File: src/rtl/shift_mult_scheduler_pkg.sv
// Shared types and helpers for the shift-add multiplier scheduler.
// Holds the FSM state encoding and the ceil-log2 helper used to size and check ids.
package shift_mult_scheduler_pkg;

  typedef enum logic [1:0] {
    StIdle = 2'd0,
    StCalc = 2'd1,
    StDone = 2'd2
  } state_e;

  function automatic int unsigned clog2(input int unsigned n);
    int unsigned r;
    r = 0;
    while ((64'd1 << r) < 64'(n)) r++;
    return r;
  endfunction

endpackage

File: src/rtl/shift_mult_scheduler_if.sv
// Request/response bundle between compute clients (master) and the scheduler (slave).
interface shift_mult_scheduler_if #(
  parameter int unsigned WIDTH    = 4,
  parameter int unsigned REQ_NUM  = 4,
  parameter int unsigned ID_WIDTH = 2
);

  logic [REQ_NUM-1:0]       req_valid;
  logic [REQ_NUM-1:0]       req_ready;
  logic [REQ_NUM*WIDTH-1:0] req_mult1;
  logic [REQ_NUM*WIDTH-1:0] req_mult2;
  logic                     resp_valid;
  logic                     resp_ready;
  logic [ID_WIDTH-1:0]      resp_id;
  logic [2*WIDTH-1:0]       resp_product;
  logic                     busy;

  modport master (
    output req_valid, req_mult1, req_mult2, resp_ready,
    input  req_ready, resp_valid, resp_id, resp_product, busy
  );

  modport slave (
    input  req_valid, req_mult1, req_mult2, resp_ready,
    output req_ready, resp_valid, resp_id, resp_product, busy
  );

endinterface

File: src/rtl/shift_mult_scheduler_rr_arbiter.sv
// Combinational round-robin arbiter: first asserted request at or above ptr, wrapping.
// Produces a one-hot grant and its binary index; all zero when disabled or idle.
module shift_mult_scheduler_rr_arbiter #(
  parameter int unsigned REQ_NUM  = 4,
  parameter int unsigned ID_WIDTH = 2
) (
  input  logic [REQ_NUM-1:0]  req,
  input  logic [ID_WIDTH-1:0] ptr,
  input  logic                enable,
  output logic [REQ_NUM-1:0]  grant,
  output logic [ID_WIDTH-1:0] grant_idx
);

  logic                found;
  logic [ID_WIDTH-1:0] cand;

  always_comb begin
    grant     = '0;
    grant_idx = '0;
    found     = 1'b0;
    cand      = '0;
    for (int unsigned k = 0; k < REQ_NUM; k++) begin
      cand = ID_WIDTH'((32'(ptr) + k) % REQ_NUM);
      if (enable && !found && req[cand]) begin
        found       = 1'b1;
        grant[cand] = 1'b1;
        grant_idx   = cand;
      end
    end
  end

endmodule

File: src/rtl/shift_mult_scheduler.sv
// Round-robin front end sharing one iterative shift-add multiplier among REQ_NUM clients.
// One shift-add step per multiplier bit; the product is returned tagged with the owner id.
module shift_mult_scheduler
  import shift_mult_scheduler_pkg::*;
#(
  parameter int unsigned WIDTH    = 4,
  parameter int unsigned REQ_NUM  = 4,
  parameter int unsigned ID_WIDTH = 2
) (
  input logic                 clk,
  input logic                 rst,
  shift_mult_scheduler_if.slave bus
);

  localparam int unsigned ProdW = 2 * WIDTH;
  localparam int unsigned CntW  = (WIDTH > 1) ? clog2(WIDTH) : 1;

  if (ID_WIDTH != clog2(REQ_NUM) || REQ_NUM < 2) begin : g_bad_param
    $error("shift_mult_scheduler: ID_WIDTH must equal clog2(REQ_NUM) and REQ_NUM >= 2");
  end

  state_e              state_q, state_d;
  logic [ID_WIDTH-1:0] rr_ptr_q, rr_ptr_d;
  logic [ID_WIDTH-1:0] id_q, id_d;
  logic [CntW-1:0]     cnt_q, cnt_d;
  logic [WIDTH-1:0]    op1_q, op1_d;
  logic [WIDTH-1:0]    op2_q, op2_d;
  logic [ProdW-1:0]    acc_q, acc_d;

  logic [REQ_NUM-1:0]  grant;
  logic [ID_WIDTH-1:0] grant_idx;
  logic                arb_en;
  logic [WIDTH-1:0]    sel_mult1, sel_mult2;

  // Reset also masks grants so req_ready reads zero while rst is held.
  assign arb_en = (state_q == StIdle) && !rst;

  shift_mult_scheduler_rr_arbiter #(
    .REQ_NUM  (REQ_NUM),
    .ID_WIDTH (ID_WIDTH)
  ) u_arb (
    .req       (bus.req_valid),
    .ptr       (rr_ptr_q),
    .enable    (arb_en),
    .grant     (grant),
    .grant_idx (grant_idx)
  );

  always_comb begin
    sel_mult1 = '0;
    sel_mult2 = '0;
    for (int unsigned i = 0; i < REQ_NUM; i++) begin
      if (grant_idx == ID_WIDTH'(i)) begin
        sel_mult1 = bus.req_mult1[i*WIDTH +: WIDTH];
        sel_mult2 = bus.req_mult2[i*WIDTH +: WIDTH];
      end
    end
  end

  always_comb begin
    state_d  = state_q;
    rr_ptr_d = rr_ptr_q;
    id_d     = id_q;
    cnt_d    = cnt_q;
    op1_d    = op1_q;
    op2_d    = op2_q;
    acc_d    = acc_q;
    unique case (state_q)
      StIdle: begin
        if (|grant) begin
          op1_d    = sel_mult1;
          op2_d    = sel_mult2;
          id_d     = grant_idx;
          acc_d    = '0;
          cnt_d    = '0;
          rr_ptr_d = (grant_idx == ID_WIDTH'(REQ_NUM - 1)) ? '0 : grant_idx + ID_WIDTH'(1);
          state_d  = StCalc;
        end
      end
      StCalc: begin
        if (op2_q[cnt_q]) acc_d = acc_q + (ProdW'(op1_q) << cnt_q);
        cnt_d = cnt_q + CntW'(1);
        if (cnt_q == CntW'(WIDTH - 1)) state_d = StDone;
      end
      StDone: begin
        if (bus.resp_ready) state_d = StIdle;
      end
      default: state_d = StIdle;
    endcase
  end

  always_ff @(posedge clk or posedge rst) begin
    if (rst) state_q <= StIdle;
    else     state_q <= state_d;
  end

  always_ff @(posedge clk or posedge rst) begin
    if (rst) begin
      rr_ptr_q <= '0;
      id_q     <= '0;
      cnt_q    <= '0;
      op1_q    <= '0;
      op2_q    <= '0;
      acc_q    <= '0;
    end else begin
      rr_ptr_q <= rr_ptr_d;
      id_q     <= id_d;
      cnt_q    <= cnt_d;
      op1_q    <= op1_d;
      op2_q    <= op2_d;
      acc_q    <= acc_d;
    end
  end

  assign bus.req_ready    = grant;
  assign bus.resp_valid   = (state_q == StDone);
  assign bus.resp_product = acc_q;
  assign bus.resp_id      = id_q;
  assign bus.busy         = (state_q != StIdle);

endmodule

File: src/flat_wrapper.sv
// flat-port wrapper written by rule: the top's interface ports become plain ports
module shift_mult_scheduler_flat import shift_mult_scheduler_pkg::*;
#(
  parameter int unsigned WIDTH    = 4,
  parameter int unsigned REQ_NUM  = 4,
  parameter int unsigned ID_WIDTH = 2
)
  (clk, rst, bus_req_valid, bus_req_mult1, bus_req_mult2, bus_resp_ready, bus_req_ready, bus_resp_valid, bus_resp_id, bus_resp_product, bus_busy);
  shift_mult_scheduler_if #(.WIDTH(WIDTH), .REQ_NUM(REQ_NUM), .ID_WIDTH(ID_WIDTH)) bus_i ();
  input logic clk;
  input logic rst;
  input wire logic [$bits(bus_i.req_valid)-1:0] bus_req_valid;
  input wire logic [$bits(bus_i.req_mult1)-1:0] bus_req_mult1;
  input wire logic [$bits(bus_i.req_mult2)-1:0] bus_req_mult2;
  input wire logic [$bits(bus_i.resp_ready)-1:0] bus_resp_ready;
  output wire logic [$bits(bus_i.req_ready)-1:0] bus_req_ready;
  output wire logic [$bits(bus_i.resp_valid)-1:0] bus_resp_valid;
  output wire logic [$bits(bus_i.resp_id)-1:0] bus_resp_id;
  output wire logic [$bits(bus_i.resp_product)-1:0] bus_resp_product;
  output wire logic [$bits(bus_i.busy)-1:0] bus_busy;
  assign bus_i.req_valid = bus_req_valid;
  assign bus_i.req_mult1 = bus_req_mult1;
  assign bus_i.req_mult2 = bus_req_mult2;
  assign bus_i.resp_ready = bus_resp_ready;
  assign bus_req_ready = bus_i.req_ready;
  assign bus_resp_valid = bus_i.resp_valid;
  assign bus_resp_id = bus_i.resp_id;
  assign bus_resp_product = bus_i.resp_product;
  assign bus_busy = bus_i.busy;
  shift_mult_scheduler #(.WIDTH(WIDTH), .REQ_NUM(REQ_NUM), .ID_WIDTH(ID_WIDTH)) u_core (.clk(clk), .rst(rst), .bus(bus_i));
endmodule
File: config.mk
export PLATFORM = sky130hd
export DESIGN_NAME = shift_mult_scheduler_flat
export DESIGN_NICKNAME = d
export VERILOG_FILES = /design/src/rtl/shift_mult_scheduler_pkg.sv /design/src/rtl/shift_mult_scheduler_if.sv /design/src/rtl/shift_mult_scheduler_rr_arbiter.sv /design/src/rtl/shift_mult_scheduler.sv /design/src/flat_wrapper.sv
export SDC_FILE = /design/constraint.sdc
export NUM_CORES = 1
export LEC_CHECK = 0
export CORE_MARGIN = 2
export CORE_UTILIZATION = 49
export CTS_BUF_LIST = sky130_fd_sc_hd__clkbuf_16
export DETAILED_ROUTE_END_ITERATION = 7
export GPL_ROUTABILITY_DRIVEN = 0
export PLACE_DENSITY = 0.81
export SLEW_MARGIN = 20
export SYNTH_ARGS = -nofsm -noshare
export SYNTH_HDL_FRONTEND = slang
export SYNTH_SLANG_ARGS = --single-unit
File: constraint.sdc
create_clock -name clk -period 4.5 [get_ports clk]
set_input_delay 0.45 -clock clk [delete_from_list [all_inputs] [get_ports clk]]
set_output_delay 0.45 -clock clk [all_outputs]
set_load 0.02 [all_outputs]
==> metrics list <==
- During synthesis, Yosys emitted a total of 0 warnings.
* Area growth from synthesis to final layout: 30.8%
- Max-cap check violation count: 0
- The count of endpoints failing hold in the final timing report was 0.
- Number of buffers inserted for hold repair after clock tree synthesis: 0
- Maximum number of pins on one net before global-route repair: 25
* Post-route DRC: 0
* Post-layout instance count excluding filler cells: 334
* RSZ-0062 raised after global routing: no
- Vias in the first global route: about 1600
* Number of synthesized flops with an enable pin: 0
- Starting density of the core: 51.1%
- Post-CTS repair changed the size of 0 cells.
* Vias per cell: about 5.7
* Worst EP arrival: around 4100 ps
- The max-slew violation count was 0.
* Buffers from clock root to sink, at most: 2
- Maximum level of the CTS H-tree: 1
* Relative slew slack: approximately two fifths
- Synthesis handed over a netlist of between 200 and 250 instances.
- TritonCTS built the clock tree.
- After clock tree synthesis, the clock-pin slew on the worst setup and hold paths is 60 ps.
- By count the netlist is led by sky130_fd_sc_hd__a21oi_1, sky130_fd_sc_hd__dfrtp_1, sky130_fd_sc_hd__nor2_1, sky130_fd_sc_hd__nand2_1, sky130_fd_sc_hd__ha_1.
* Number of cell rows: 23
* Count of different cell masters after synthesis: between 40 and 50
- Summed over all layers, the routed wires come to 4.38 mm.
- Among all flip-flop cells after synthesis, the most frequent one is sky130_fd_sc_hd__dfrtp_1.
- Result of the run: complete, no violations
* Max IR drop VDD: roughly 260 µV
- Derived from the worst setup path, the maximum achievable clock frequency is 253 MHz.
- Worst hold-check path type: reg2reg
- Setup violations remaining at the end of the flow were counted as 0.
* Number of synthesized register bits: 24
- Overall fraction of global-route tracks in use: around a fifth
- Global routing finished with a remaining overflow of 0.
- The layout has roughly 350 filler cells.
- Count of routing violations after the opening detailed-route iteration: 84
- sky130_fd_sc_hd__a21oi_1 is the most common cell in the netlist.
- Vias after detailed routing: roughly 1900
- Across the whole layout, storage elements account for about 600 µm².
- The first detailed-routing pass took 4 iterations.
- Share of the core filled with cells in the final layout: between 60% and 70%
* Post-layout min period: 3960 ps
- Post-CTS timing repair inserted 0 buffers for setup.
* Worst path required time: around 4700 ps
- After synthesis the cells add up to about 2000 µm².
* Worst clock skew: around 1.5 ps
- Share of Yosys cell area claimed by the top area cell type: between 20% and 30%
- The number of antenna violations at the first check in global routing is 0.
- Pin slew with the least headroom to its limit: a little under 900 ps
- Die extent in x: 68.8 µm
* Fraction of registers with async set/reset: 100%
* Net count after synthesis: slightly below 300
- Of the cells placed in the final design, the portion with a size suffix greater than 1 is 5.99%.
- Kind of launch point of the worst setup path: flop
- The first global-routing pass estimated 7.20 mm of wire.
* Num CTS Buffers: 3
- Static Leakage: around 0.0012 µW
- The HPWL after detailed placement is ~3.5 mm.
- Buffers placed on the I/O ports in this run total 54.
* Final net count: 344
* Routed wire length per instance: 13.1 µm
- Clock latency on the worst-skew pair: around 250 ps
* Antenna diode count: 0
- Once placement completed, the tool counted placed cells totaling ~330.
- Total negative slack: 0 ps
- Post-Place Setup Slack: approximately 550 ps
* Clock Sink Count: 24
- Portion of the clock cycle consumed by the worst path in the final layout: ~90%
- The die is approximately 69 µm tall.
- Along the worst path, the maximum fanout reaches 10.
- Power per standard cell area: approximately 560 nW/µm²
* Path type of the worst setup path: reg2reg
* Die ar.: between 4000 and 5000 µm²
- For this run, the register share of the synthesized area comes to between 20% and 30%.
* Post-route ant nets: 0
- Of all cell types, the one taking the most synthesized area is sky130_fd_sc_hd__dfrtp_1.
- Cell types occupying the most area after synthesis: sky130_fd_sc_hd__dfrtp_1, sky130_fd_sc_hd__ha_1, sky130_fd_sc_hd__a21oi_1
- Library cell used as clock root buffer: sky130_fd_sc_hd__clkbuf_16
- During I/O placement, the number of pins put on the boundary was 55.
- Worst setup margin: between 500 and 600 ps
- After floorplanning, the core was sized to cover roughly 4000 µm².
- Multi-input gate area in the final layout: 1360 µm²
* Type of element capturing the critical path: flop
- In this run the mean area of a mapped cell was 8.62 µm².
metrics by stage:
step / power [µW] / cell area (µm²) / hold slack [ps]
floorplan: 1080 / 2060 / 445
global placement: 1290 / 2620 / 463
detailed placement: 1320 / 2620 / 472
global route: 1650 / 2690 / 523
CTS: 1510 / 2690 / 485
finish: 1500 / 2690 / 479
state kept, by name, indices dropped and copies added (netlist names):
name / flops
u_core.cnt_q: 2
u_core.bus.resp_id: 2
u_core.bus.resp_product: 8
u_core.op2_q: 4
u_core.state_q: 2
u_core.rr_ptr_q: 2
u_core.op1_q: 4
power by group:
group	total [µW]	internal [µW]	switching, µW
Clock	187	117	69.8
Sequential	389	298	90.9
Combinational	928	433	494
Total	1500	849	655
per-layer routing:
| metal | track usage, % | routed length [µm] | part of all wire [%] | up-vias |
|---|---|---|---|---|
| li1 | - | - | - | 955 |
| met1 | 27.8 | 2060 | 47 | 875 |
| met2 | 31.9 | 2020 | 46 | 67 |
| met3 | 3.25 | 261 | 6.0 | 4 |
| met4 | 5.15 | 42 | 0.96 | 0 |
| met5 | 0 | 0 | 0 | - |
cells by family after synthesis:
kind of cell	synth area share (%)
AO/OA/AOI/OAI	23.6
AND/OR/NAND/NOR	18.8
buffers and inverters	4.86
flip-flops	29.2
adder cells (fa/ha/maj)	11.9
multiplexers	9.54
XOR/XNOR	2.13
area by class of cell:
type,count,area share (%)
Clock buffer,3,2.79
Inverter,11,1.53
Multi-Input combinational cell,190,50.4
Sequential cell,24,22.3
Tap cell,50,2.32
Timing Repair Buffer,56,20.6
path summary, 6_finish.rpt:
kind	start	endpoint	slack, ps	depth (start not counted)
setup / recovery	u_core.rr_ptr_q[1]	u_core.op1_q[3]	540	17
hold / removal	u_core.op2_q[2]	u_core.op2_q[2]	480	2
setup reg to reg	u_core.rr_ptr_q[1]	u_core.op1_q[3]	540	17
hold reg to reg	u_core.op2_q[2]	u_core.op2_q[2]	480	2
max in group asynchronous	rst	u_core.op2_q[1]	3220	2
min in group asynchronous	rst	u_core.state_q[1]	740	2
critical path, cell delays in order, from the launching register on:
cell and delay [ps]:
sky130_fd_sc_hd__dfrtp_1 570, sky130_fd_sc_hd__inv_1 140, sky130_fd_sc_hd__ha_1 440, sky130_fd_sc_hd__mux4_2 440
sky130_fd_sc_hd__nor2_1 170, sky130_fd_sc_hd__a221oi_1 110, sky130_fd_sc_hd__a31oi_1 210, sky130_fd_sc_hd__o21bai_1 100
sky130_fd_sc_hd__a21oi_1 290, sky130_fd_sc_hd__inv_1 110, sky130_fd_sc_hd__ha_1 320, sky130_fd_sc_hd__nor2b_1 390
sky130_fd_sc_hd__a22oi_1 120, sky130_fd_sc_hd__nor2_1 110, sky130_fd_sc_hd__a21oi_1 50, sky130_fd_sc_hd__nor2_1 110
sky130_fd_sc_hd__a21oi_1 50, sky130_fd_sc_hd__o21ai_0 150
placed cells by master, fill, tap and decap left out, types with 4 or more instances in the layout:
master and instances:
sky130_fd_sc_hd__a22oi_1 7, sky130_fd_sc_hd__ha_1 18, sky130_fd_sc_hd__mux2i_1 5, sky130_fd_sc_hd__nor2b_1 8
sky130_fd_sc_hd__nor2_1 24, sky130_fd_sc_hd__a21oi_1 30, sky130_fd_sc_hd__o21ai_0 13, sky130_fd_sc_hd__clkdlybuf4s50_1 54
sky130_fd_sc_hd__dfrtp_1 24, sky130_fd_sc_hd__nand3_1 4, sky130_fd_sc_hd__a22o_1 8, sky130_fd_sc_hd__nand2_1 20
sky130_fd_sc_hd__inv_1 11, sky130_fd_sc_hd__xnor2_1 4, sky130_fd_sc_hd__mux4_2 4, sky130_fd_sc_hd__mux2_2 5
Power figures use the tool's default switching activity.
